<file path="config.mk">
export PLATFORM = sky130hd
export DESIGN_NAME = alu_multicycle
export DESIGN_NICKNAME = d
export VERILOG_FILES = /design/src/rtl/alu_multicycle.sv
export SDC_FILE = /design/constraint.sdc
export NUM_CORES = 1
export LEC_CHECK = 0
export CORE_MARGIN = 5
export CORE_UTILIZATION = 35
export CTS_CLUSTER_DIAMETER = 150
export CTS_CLUSTER_SIZE = 8
export DETAILED_ROUTE_END_ITERATION = 6
export GPL_ROUTABILITY_DRIVEN = 1
export PLACE_DENSITY_LB_ADDON = 0.05
export REMOVE_ABC_BUFFERS = 1
export SLEW_MARGIN = 20
export SYNTH_ARGS = -nofsm -noshare
export SYNTH_HDL_FRONTEND = slang
export SYNTH_SLANG_ARGS = --single-unit
</file>
<file path="constraint.sdc">
create_clock -name clock -period 6.3 [get_ports clock]
set_input_delay 1.26 -clock clock [delete_from_list [all_inputs] [get_ports clock]]
set_output_delay 1.26 -clock clock [all_outputs]
set_load 0.02 [all_outputs]
</file>
<file path="src/rtl/alu_multicycle.sv">
// Multi-cycle integer ALU: single-cycle ops finish in one EXEC cycle, mult/div/mod
// iterate WIDTH times on a shift-add / restoring-divide datapath. Valid/ready on both sides.
module alu_multicycle #(
  parameter int WIDTH = 32
) (
  input  logic             clock,
  input  logic             reset,
  input  logic             in_valid,
  output logic             in_ready,
  input  logic [5:0]       opCode,
  input  logic [WIDTH-1:0] dataA,
  input  logic [WIDTH-1:0] dataB,
  output logic             out_valid,
  input  logic             out_ready,
  output logic [WIDTH-1:0] dataC,
  output logic             branchSignal,
  output logic             overflow,
  output logic             error
);

  localparam int CNT_W = $clog2(WIDTH) + 1;
  localparam logic [CNT_W-1:0] LP_LAST  = CNT_W'(WIDTH - 1);
  localparam logic [WIDTH-1:0] LP_WIDTH = WIDTH'(WIDTH);

  typedef enum logic [1:0] {S_IDLE, S_EXEC, S_DONE} state_t;

  state_t             r_state;
  logic [5:0]         r_op;
  logic [WIDTH-1:0]   r_a;
  logic [WIDTH-1:0]   r_b;
  logic [CNT_W-1:0]   r_cnt;
  logic [2*WIDTH-1:0] r_acc;
  logic [2*WIDTH-1:0] r_mcand;
  logic [WIDTH-1:0]   r_rem;

  logic               w_is_mul;
  logic               w_is_div;
  logic               w_is_mod;
  logic               w_b_zero;
  logic [WIDTH-1:0]   w_c;
  logic               w_br;
  logic               w_ovf;
  logic               w_dz;
  logic [2*WIDTH-1:0] w_acc_next;
  logic [WIDTH:0]     w_rshift;
  logic [WIDTH-1:0]   w_rdiff;
  logic               w_fits;
  logic [WIDTH-1:0]   w_rem_next;
  logic [WIDTH-1:0]   w_quo_next;

  assign w_is_mul = (r_op == 6'b000100) || (r_op == 6'b000101);
  assign w_is_div = (r_op == 6'b000110) || (r_op == 6'b000111);
  assign w_is_mod = (r_op == 6'b001000);
  assign w_b_zero = (r_b == '0);

  // Shift-add: r_b is consumed LSB first while the multiplicand shifts left.
  assign w_acc_next = r_acc + (r_b[0] ? r_mcand : '0);

  // Restoring divide: r_a shifts the dividend out MSB first and the quotient in.
  assign w_rshift   = {r_rem, r_a[WIDTH-1]};
  assign w_fits     = (w_rshift >= {1'b0, r_b});
  assign w_rdiff    = w_rshift[WIDTH-1:0] - r_b;
  assign w_rem_next = w_fits ? w_rdiff : w_rshift[WIDTH-1:0];
  assign w_quo_next = {r_a[WIDTH-2:0], w_fits};

  always_comb begin
    w_c   = r_b;
    w_br  = 1'b1;
    w_ovf = 1'b0;
    w_dz  = 1'b0;
    case (r_op)
      6'b000000, 6'b000001: {w_ovf, w_c} = {1'b0, r_a} + {1'b0, r_b};
      6'b000010, 6'b000011: begin
        w_c   = r_a - r_b;
        w_ovf = (r_a < r_b);
      end
      6'b000110, 6'b000111, 6'b001000: begin
        w_c  = '0;
        w_dz = 1'b1;
      end
      6'b001001, 6'b001010: w_c = {{(WIDTH-1){1'b0}}, (r_a < r_b)};
      6'b001011, 6'b001100: w_c = r_a & r_b;
      6'b001101, 6'b001110: w_c = r_a | r_b;
      6'b001111:            w_c = ~r_a;
      6'b010000:            w_c = (r_b >= LP_WIDTH) ? '0 : (r_a >> r_b);
      6'b010001:            w_c = (r_b >= LP_WIDTH) ? '0 : (r_a << r_b);
      6'b010010, 6'b010011: w_c = {{(WIDTH-1){1'b0}}, (r_a > r_b)};
      6'b010111: begin
        w_c  = '0;
        w_br = (r_a == r_b);
      end
      6'b011000: begin
        w_c  = '0;
        w_br = (r_a != r_b);
      end
      6'b011100, 6'b011101: w_c = r_a;
      default:              w_c = r_b;
    endcase
  end

  always_ff @(posedge clock) begin
    if (reset) begin
      r_state      <= S_IDLE;
      in_ready     <= 1'b1;
      out_valid    <= 1'b0;
      dataC        <= '0;
      branchSignal <= 1'b0;
      overflow     <= 1'b0;
      error        <= 1'b0;
      r_cnt        <= '0;
      r_op         <= '0;
      r_a          <= '0;
      r_b          <= '0;
      r_acc        <= '0;
      r_mcand      <= '0;
      r_rem        <= '0;
    end else begin
      case (r_state)
        S_IDLE: begin
          if (in_valid) begin
            r_op     <= opCode;
            r_a      <= dataA;
            r_b      <= dataB;
            r_mcand  <= {{WIDTH{1'b0}}, dataA};
            r_acc    <= '0;
            r_rem    <= '0;
            r_cnt    <= '0;
            in_ready <= 1'b0;
            r_state  <= S_EXEC;
          end
        end
        S_EXEC: begin
          if (w_is_mul) begin
            r_acc   <= w_acc_next;
            r_mcand <= r_mcand << 1;
            r_b     <= r_b >> 1;
            r_cnt   <= r_cnt + 1'b1;
            if (r_cnt == LP_LAST) begin
              dataC        <= w_acc_next[WIDTH-1:0];
              overflow     <= |w_acc_next[2*WIDTH-1:WIDTH];
              error        <= |w_acc_next[2*WIDTH-1:WIDTH];
              branchSignal <= 1'b1;
              out_valid    <= 1'b1;
              r_state      <= S_DONE;
            end
          end else if ((w_is_div || w_is_mod) && !w_b_zero) begin
            r_rem <= w_rem_next;
            r_a   <= w_quo_next;
            r_cnt <= r_cnt + 1'b1;
            if (r_cnt == LP_LAST) begin
              dataC        <= w_is_div ? w_quo_next : w_rem_next;
              overflow     <= 1'b0;
              error        <= 1'b0;
              branchSignal <= 1'b1;
              out_valid    <= 1'b1;
              r_state      <= S_DONE;
            end
          end else begin
            dataC        <= w_c;
            branchSignal <= w_br;
            overflow     <= w_ovf;
            error        <= w_ovf | w_dz;
            out_valid    <= 1'b1;
            r_state      <= S_DONE;
          end
        end
        S_DONE: begin
          if (out_ready) begin
            out_valid <= 1'b0;
            in_ready  <= 1'b1;
            r_state   <= S_IDLE;
          end
        end
        default: r_state <= S_IDLE;
      endcase
    end
  end

endmodule

</file>
======== Yosys cells after proc, flatten, opt, wreduce, memory -nomap -nowiden ========
Index checks and enable logic that the tools add are counted.
word-level totals
  bits in registers ....................... 275
  bits of input ports ..................... 74
  output and inout port bits .............. 37
  word-level logic and storage cells ...... 151
operators by class
  $add $sub $neg .......................... 5
  magnitude comparators ................... 4
  equality and inequality tests ........... 36
  shift-type cells ........................ 2
  muxes and demuxes ....................... 57
  bitwise logic cells ..................... 4
  reductions and logical operators ........ 29
operator list
  cell                   count
  $mux W32               16
  $pmux W32 S11          1
  $mux W64               5
  $pmux W64 S2           2
  $pmux W32 S2           3
  $add A64 B64 Y64       1
  $sub A32 B32 Y32       2
  $eq A6 B5 Y1 const B   9
  $eq A6 B4 Y1 const B   8
  $add A32 B32 Y33       1
  $ge A33 B32 Y1         1
  $and A32 B32 Y32       1
  $eq A32 B32 Y1         1
  $ge A32 B6 Y1 const B  1
  $gt A32 B32 Y1         1
  $logic_not A32 Y1      1
  $lt A32 B32 Y1         1
  $ne A32 B32 Y1         1
  $not A32 Y32           1
  $or A32 B32 Y32        1
  $reduce_or A32 Y1      1
  $shl A32 B32 Y32       1
  $shr A32 B32 Y32       1
  $eq A6 B3 Y1 const B   4
  27 further kinds       72

======== Logic depth before layout (Yosys ltp) ========
Gate-level depths: netlist (run 1).
  depth in word-level cells ............... 7
  depth in mapped cells ................... 22
  mapped depth without buffers ............ 16

======== Least setup slack after synthesis (run 1) ========
Ideal clock, no wire load.
  kind .................................... flip-flop to flip-flop
  start ................................... register r_b[0]
  end ..................................... register error
  library setup time ...................... 0.134 ns
  arrival ................................. 5.279 ns
  data required time ...................... 6.166 ns
  slack ................................... 0.886 ns
  stages on the path, launching flop included .. 23
  buffers on the path ..................... 8
  period minus slack after synthesis ...... 5.414 ns
  cells stage by stage .................... dfxtp_1 -> buf_2 -> buf_2 -> buf_2 -> clkbuf_1 -> buf_2 -> clkbuf_1 -> clkbuf_1 -> and2_1 -> ha_1 -> clkbuf_1 -> nand4_1 -> nor3_1 -> or2_1 -> a41oi_2 -> nor2b_1 -> o41a_1 -> mux2i_1 -> a2111oi_1 -> nand4b_1 -> or4_1 -> o21ai_1 -> a211oi_1
on the way
  longest elaborated chain between the ends .. 5
  elaborated cells on any way between the ends .. 15
  those cells by class .................... 2 x add/sub; 1 x order compare; 1 x eq/ne; 5 x mux; 1 x bitwise; 5 x reduce/logical
ends and longest elaborated chain
  item                                          line  source
  from (decl)                                   30    logic [WIDTH-1:0] r_b;
  from (signal assigned)                        123   r_b <= dataB;
  from (signal assigned)                        136   r_b <= r_b >> 1;
  $mux W64 (tied with other cells)              57    assign w_acc_next = r_acc + (r_b[0] ? r_mcand : '0);
  $add A64 B64 Y64 (tied with other cells)      57
  $reduce_or A32 Y1 (tied with other cells)     141   error <= |w_acc_next[2*WIDTH-1:WIDTH];
  $mux W1 (tied with other cells)               138   if (r_cnt == LP_LAST) begin
  $mux W1 or $reduce_and A3 Y1 (tied branches)  --
  to (signal assigned)                          141
  to (signal assigned)                          162   error <= w_ovf | w_dz;
  to (decl)                                     18    output logic error
Parallel ways exist; a longest one is shown, timed or not. The select of a mux whose other input is x is not followed.
A chain may end at the register's enable or synchronous reset.

======== Worst setup path in the final report (run 1) ========
  start ................................... register r_b[0]
  end ..................................... register dataC[8]
on the way
  longest elaborated chain between the ends .. 6
  elaborated cells on any way between the ends .. 23
  those cells by class .................... 4 x add/sub; 2 x order compare; 1 x eq/ne; 2 x shift; 10 x mux; 4 x reduce/logical
ends and longest elaborated chain
  item                                                line    source
  $sub A32 B32 Y32 or $ge A33 B32 Y1 (tied branches)  62, 61
  $mux W32                                            63      assign w_rem_next = w_fits ? w_rdiff : w_rshift[WIDTH-1:0];
  $mux W32                                            151     dataC <= w_is_div ? w_quo_next : w_rem_next;
  $mux W32                                            150     if (r_cnt == LP_LAST) begin
  $mux W32                                            146     end else if ((w_is_div || w_is_mod) && !w_b_zero) begin
  $mux W32                                            133     if (w_is_mul) begin
  to (signal assigned)                                139     dataC <= w_acc_next[WIDTH-1:0];
  to (signal assigned)                                151
  to (signal assigned)                                159     dataC <= w_c;
  to (decl)                                           15      output logic [WIDTH-1:0] dataC,
Parallel ways exist; a longest one is shown, timed or not. The select of a mux whose other input is x is not followed.

==> flow_metrics.env, run 1 <==
export IMPL_crit_end="dataC[8]"
export IMPL_multi_input_comb_area_um2=19900
export IMPL_clock_skew_final_ns=0.0718
export IMPL_switching_share_pct=43.9
export IMPL_root_buffer="clkbuf_16"
export IMPL_synth_area_per_cell_um2=7.00
export IMPL_critPathArrivalTime_ns=5.98
export IMPL_yosysUniqueCellTypes=86
export IMPL_clock_path_buffers=3
export IMPL_layout_drive_gt1_share_pct=5.99
export IMPL_cts_resized=0
export IMPL_relSlewSlack_pct=22.5
export IMPL_cts_hold_buf=0
export IMPL_synthCells=3861
export IMPL_timing_reg2reg_setup_slack_ns=0.74
export IMPL_cpPeakStageDelay_ns=0.81
export IMPL_design_die_area_um2=82900
export IMPL_place_hpwl_um=103000
export IMPL_die_h_um=288
export IMPL_finish_net_count=4056
export IMPL_path_class="reg -> reg"
export IMPL_grtUsageTotal_pct=31.5
export IMPL_placed_area_um2=29100
export IMPL_clk_pin_slew_ns=0.05
export IMPL_setup_tns_ns=0
export IMPL_cp_required_ns=6.72
export IMPL_cts_made_buffers=40
export IMPL_final_max_slew_violation_count=0
export IMPL_netlist_area_um2=27000
export IMPL_start_util_pct=35.1
export IMPL_tightest_slew_ns=1.13
export IMPL_grt_pass1_wl_um=198000
export IMPL_yosys_warnings=0
export IMPL_fillerInstances=8236
export IMPL_crit_top_cell="nor3_1"
export IMPL_cts_tree="yes"
export IMPL_finalNonFillerCells=4831
export IMPL_via_count=30104
export IMPL_crit_path_start="r_b[0]"
export IMPL_ys_dominant_reg_cell="dfxtp_1"
export IMPL_drc=0
export IMPL_cp_num_buf_inv=1
export IMPL_viasPerCell=6.23
export IMPL_timing_rr_start="r_b[0]"
export IMPL_grt_max_degree=137
export IMPL_core_area_um2=77100
export IMPL_regArea_um2=5520
export IMPL_seq_area_frac_synth_pct=20.4
export IMPL_first_pass_iters=6
export IMPL_wl_um=136000
export IMPL_cp_slowest_cell="dfxtp_4"
export IMPL_area_growth_pct=11.5
export IMPL_grt_pass1_vias=29130
export IMPL_post_cts_repair_setup_buffers=0
export IMPL_sequentialPowerShare_pct=29.0
export IMPL_mostFrequentLayoutCells="499 x nand2_1, 434 x nor2_1, 380 x a21oi_1"
export IMPL_r2r_cells=13
export IMPL_max_freq_mhz=180
export IMPL_async_flop_share_pct=0
export IMPL_ant_nets=0
export IMPL_internal_power_mw=3.99
export IMPL_power_mw=7.12
export IMPL_pwr_density_cell_nw_per_um2=236
export IMPL_gp_congestion=1.02
export IMPL_hold_violations=0
export IMPL_dpl_cell_count=4784
export IMPL_grt_ovfl_total=0
export IMPL_clk_latency_ns=0.64
export IMPL_cp_end_kind="flop"
export IMPL_worstHoldPathType="reg -> reg"
export IMPL_power_share_combinational_pct=42.2
export IMPL_path_delay_family="compound AO/OA/AOI/OAI gates"
export IMPL_finalCritPeriodShare_pct=88.2
export IMPL_power_switching_mw=3.12
export IMPL_synth_enable_flop_cells=0
export IMPL_final_area_um2=30200
export IMPL_ir_worst_vdd_mv=0.177
export IMPL_crit_path_max_fanout=59
export IMPL_p_leak_nw=11.5
export IMPL_drt_initial_drc_count=2960
export IMPL_ys_seq_elements=275
export IMPL_clkPwrFrac_pct=28.8
export IMPL_crit_path_start_kind="flop"
export IMPL_clock_sinks=275
export IMPL_crit_chain="buf_4, ha_1, nor2b_1, o31a_1, o21ai_0, a211o_1, a31oi_1, nor3_1, nor2_4, mux2i_1, a211oi_1, a2111oi_0, nor3_1"
export IMPL_fin_crit_ns=5.56
export IMPL_outcome="completed"
export IMPL_port_buffers=110
export IMPL_io_pins=111
export IMPL_wl_per_cell_um=28.1
export IMPL_cts_max_level=2
export IMPL_rows=102
export IMPL_final_setup_viol_count=0
export IMPL_final_common_cell="nand2_1"
export IMPL_antenna_found_initial=3
export IMPL_cp_depth=13
export IMPL_dieWidth_um=288
export IMPL_rr_endpoint="dataC[8]"
export IMPL_max_cap_viol_count=0
export IMPL_rsz0062_at_grt="false"
==> through the flow <==
stage | utilization [%] | hold WS [ns] | setup slack, ns
CTS | 39.1 | 0.466 | 0.739
finish | 39.1 | 0.464 | 0.743
detailed placement | 37.7 | 0.458 | 0.782
floorplan | - | 0.434 | -6.53
global placement | 37.7 | 0.456 | 0.875
global route | 39.1 | 0.480 | 0.489
==> area by class of cell <==
type / count / area share, %
Multi-Input combinational cell: 3144 / 66.1
Sequential cell: 275 / 18.3
Timing Repair Buffer: 205 / 6.16
Tap cell: 1040 / 4.31
Clock buffer: 41 / 3.33
Inverter: 120 / 1.49
Clock inverter: 4 / 0.290
Antenna cell: 2 / 0.0166
==> how the worst min path moves through the flow <==
stage                startpoint  cells after the start  slack, ns           to
floorplan           r_mcand[31]                      2       0.43  r_mcand[32]
global placement    r_mcand[50]                      2       0.46  r_mcand[51]
detailed placement  r_mcand[40]                      2       0.46  r_mcand[41]
CTS                 r_mcand[40]                      2       0.47  r_mcand[41]
global route        r_mcand[40]                      2       0.48  r_mcand[41]
finish              r_mcand[49]                      2       0.46  r_mcand[50]
==> worst min-delay path: stages (launching register included) <==
cell and delay, ns:
dfxtp_1 0.31, nand2_1 0.05, a21oi_1 0.05
==> kinds of logic after synthesis <==
| logic type | count (synthesis) | synth area share, % |
|---|---|---|
| AO/OA/AOI/OAI | 1215 | 29.5 |
| buffers and inverters | 442 | 6.20 |
| flip-flops | 275 | 20.4 |
| adder cells (fa/ha/maj) | 196 | 9.18 |
| multiplexers | 130 | 6.55 |
| XOR/XNOR | 103 | 3.34 |
| AND/OR/NAND/NOR | 1500 | 24.9 |
==> per-layer routing <==
metal | GRT usage (%) | vias up | wire [um]
met4 | 11.7 | 4 | 5810
met2 | 51.7 | 1174 | 61900
li1 | - | 13894 | -
met5 | 0 | - | 27
met1 | 40.8 | 14766 | 57700
met3 | 6.38 | 266 | 10200
==> power by group through the flow <==
stage,Clock [mW],Sequential (mW),Combinational (mW)
floorplan,0,2.14,1.65
detailed placement,0,2.10,2.92
CTS,2.12,2.06,2.94
global placement,0,2.10,2.93
global route,2.16,2.08,3.19
finish,2.05,2.07,3.00
==> flip-flops by register name (all words and copies together), names as in the netlist <==
signal,count
r_acc,64
r_mcand,64
dataC,32
r_a,32
r_b,32
r_rem,32
r_cnt,6
r_op,6
r_state,2
branchSignal,1
error,1
in_ready,1
out_valid,1
overflow,1
==> Yosys cell counts, types with 26 or more instances <==
library cell	number	area (um2)
a211oi_1	69	518
a21o_1	66	495
a21oi_1	380	1900
a221oi_1	46	403
a311oi_1	77	674
a31oi_1	77	482
and2_1	76	475
buf_1	32	120
clkbuf_1	277	1040
dfxtp_1	275	5510
ha_1	192	2400
inv_1	116	435
mux2i_1	87	871
mux4_2	37	833
nand2_1	502	1880
nand3_1	208	1040
nand4_1	34	213
nor2_1	440	1650
nor2b_1	28	175
nor3_1	92	460
o211ai_1	30	225
o21a_1	26	195
o21ai_0	186	931
o21bai_1	43	323
o221ai_1	27	236
xnor2_1	57	499
xor2_1	46	403
(Power assumes the default switching activity.)
==> inputs of run 2 (changes only) <==
--- a/config.mk
+++ b/config.mk
@@ -5,6 +5,7 @@
 export SDC_FILE = /design/constraint.sdc
 export NUM_CORES = 1
 export LEC_CHECK = 0
+export CORE_ASPECT_RATIO = 1.2
 export CORE_MARGIN = 5
 export CORE_UTILIZATION = 35
 export CTS_CLUSTER_DIAMETER = 150
@@ -13,6 +14,7 @@
 export GPL_ROUTABILITY_DRIVEN = 1
 export PLACE_DENSITY_LB_ADDON = 0.05
 export REMOVE_ABC_BUFFERS = 1
+export SKIP_CTS_REPAIR_TIMING = 1
 export SLEW_MARGIN = 20
 export SYNTH_ARGS = -nofsm -noshare
 export SYNTH_HDL_FRONTEND = slang
==> run 2 against run 1 <==
  * Count of clock-buffer cells in the layout grew 2
  * Non-clock buffer count up 6
  * Cell count decreased by 0.35%
  * First-iteration DRC count increased by 8.5%
  * Setup slack better by 0.46 ns
  * Cell area increased by 0.12%
  * Combinational power down 1%
  * Critical path type unchanged
  * Critical endpoint is now error
  * Highest routed layer unchanged
==> flow_metrics.env, run 2 (synthesized netlist as in run 1, its figures left out) <==
export IMPL_outcome="completed"
export IMPL_critPathArrivalTime_ns=5.53
export IMPL_dieWidth_um=264
export IMPL_tightest_slew_ns=1.17
export IMPL_fin_crit_ns=5.10
export IMPL_max_freq_mhz=196
export IMPL_core_area_um2=76500
export IMPL_via_count=29618
export IMPL_layout_drive_gt1_share_pct=6.24
export IMPL_die_h_um=315
export IMPL_timing_reg2reg_setup_slack_ns=1.20
export IMPL_cp_end_kind="flop"
export IMPL_p_leak_nw=11.6
export IMPL_worstHoldPathType="reg -> reg"
export IMPL_rsz0062_at_grt="false"
export IMPL_hold_violations=0
export IMPL_drt_initial_drc_count=3212
export IMPL_finalCritPeriodShare_pct=81.0
export IMPL_cts_tree="yes"
export IMPL_grt_ovfl_total=0
export IMPL_wl_met2_um=62400
export IMPL_ant_nets=0
export IMPL_fin_ws_ns=1.20
export IMPL_start_util_pct=35.3
export IMPL_cts_max_level=2
export IMPL_cp_num_buf_inv=0
export IMPL_io_pins=111
export IMPL_place_ws_ns=1.17
export IMPL_cts_made_buffers=40
export IMPL_m1WireLength_um=50700
export IMPL_path_delay_family="compound AO/OA/AOI/OAI gates"
export IMPL_crit_chain="and2_1, ha_1, a211oi_1, o21ai_1, a211o_1, a41oi_2, nor2b_1, o41a_1, mux2i_1, a2111oi_1, nand4b_1, or4_1, o21ai_1, a211oi_1"
export IMPL_clk_latency_ns=0.60
export IMPL_finish_net_count=4062
export IMPL_mostFrequentLayoutCells="499 x nand2_1, 434 x nor2_1, 379 x a21oi_1"
export IMPL_wl_per_cell_um=26.9
export IMPL_cpPeakStageDelay_ns=0.87
export IMPL_rows=111
export IMPL_grtUsageTotal_pct=29.7
export IMPL_grt_max_degree=133
export IMPL_wl_um=129000
export IMPL_antenna_found_initial=2
export IMPL_highest_layer="met5"
export IMPL_gp_congestion=1.01
export IMPL_cp_slowest_cell="dfxtp_4"
export IMPL_drc=0
export IMPL_viasPerCell=6.15
export IMPL_first_pass_iters=6
export IMPL_dpl_cell_count=4767
export IMPL_grt_pass1_wl_um=192000
export IMPL_met3WireLength_um=8310
export IMPL_path_class="reg -> reg"
export IMPL_finalNonFillerCells=4814
export IMPL_relSlewSlack_pct=20.0
export IMPL_clk_pin_slew_ns=0.06
export IMPL_crit_path_max_fanout=73
export IMPL_root_buffer="clkbuf_16"
export IMPL_clock_skew_final_ns=0.0348
export IMPL_max_cap_viol_count=0
export IMPL_place_hpwl_um=97700
export IMPL_area_growth_pct=11.6
export IMPL_crit_path_start_kind="flop"
export IMPL_final_setup_viol_count=0
export IMPL_clock_path_buffers=3
export IMPL_clock_sinks=275
export IMPL_grt_pass1_vias=29192
export IMPL_ir_worst_vdd_mv=0.200
export IMPL_pwr_density_cell_nw_per_um2=234
export IMPL_reg_top3="r_acc: 64 flops, r_mcand: 64 flops"
export IMPL_final_max_slew_violation_count=0
export IMPL_cp_required_ns=6.73
export IMPL_design_die_area_um2=82900
export IMPL_final_common_cell="nand2_1"
export IMPL_port_buffers=110
==> run 2: final timing paths <==
check,start,to,depth (start not counted)
setup / recovery,r_b[0],error,14
hold / removal,r_mcand[44],r_mcand[45],2
setup reg to reg,r_b[0],error,14
hold reg to reg,r_mcand[44],r_mcand[45],2
==> run 2: final cells by class <==
type,count,area (um2)
Antenna cell,1,2.50
Clock buffer,43,1030
Clock inverter,3,53.8
Fill cell,8246,46300
Inverter,120,450
Multi-Input combinational cell,3144,20000
Sequential cell,275,5520
Tap cell,1017,1270
Timing Repair Buffer,211,1900
==> run 2: power breakdown <==
part	internal, mW	switching, mW
Sequential	1.86	0.192
Combinational	1.01	1.95
Clock	1.15	0.897
Total	4.02	3.04
==> run 2: worst register-to-register path: stages, from the launching register on <==
cell and delay (ns):
dfxtp_4 0.87, and2_1 0.30, ha_1 0.26, a211oi_1 0.35, o21ai_1 0.12, a211o_1 0.34
a41oi_2 0.37, nor2b_1 0.13, o41a_1 0.48, mux2i_1 0.15, a2111oi_1 0.41, nand4b_1 0.18
or4_1 0.64, o21ai_1 0.25, a211oi_1 0.10
==> run 2: routing by layer <==
layer  vias up  track usage [%]
met2      1199             51.9
met3       318             4.63
met1     14193             35.5
met5         -                0
met4         2             14.7
li1      13906                -
==> run 2: metrics by stage <==
step | power [mW] | util [%] | hold slack [ns] | area [um2] | setup TNS, ns
detailed placement | 4.95 | 38.0 | 0.458 | 29100 | 0
floorplan | 3.79 | - | 0.434 | 25800 | -998.01
finish | 7.06 | 39.5 | 0.455 | 30200 | 0
global placement | 4.99 | 38.0 | 0.457 | 29100 | 0
global route | 7.37 | 39.5 | 0.484 | 30200 | 0
CTS | 7.05 | 39.4 | 0.458 | 30200 | 0
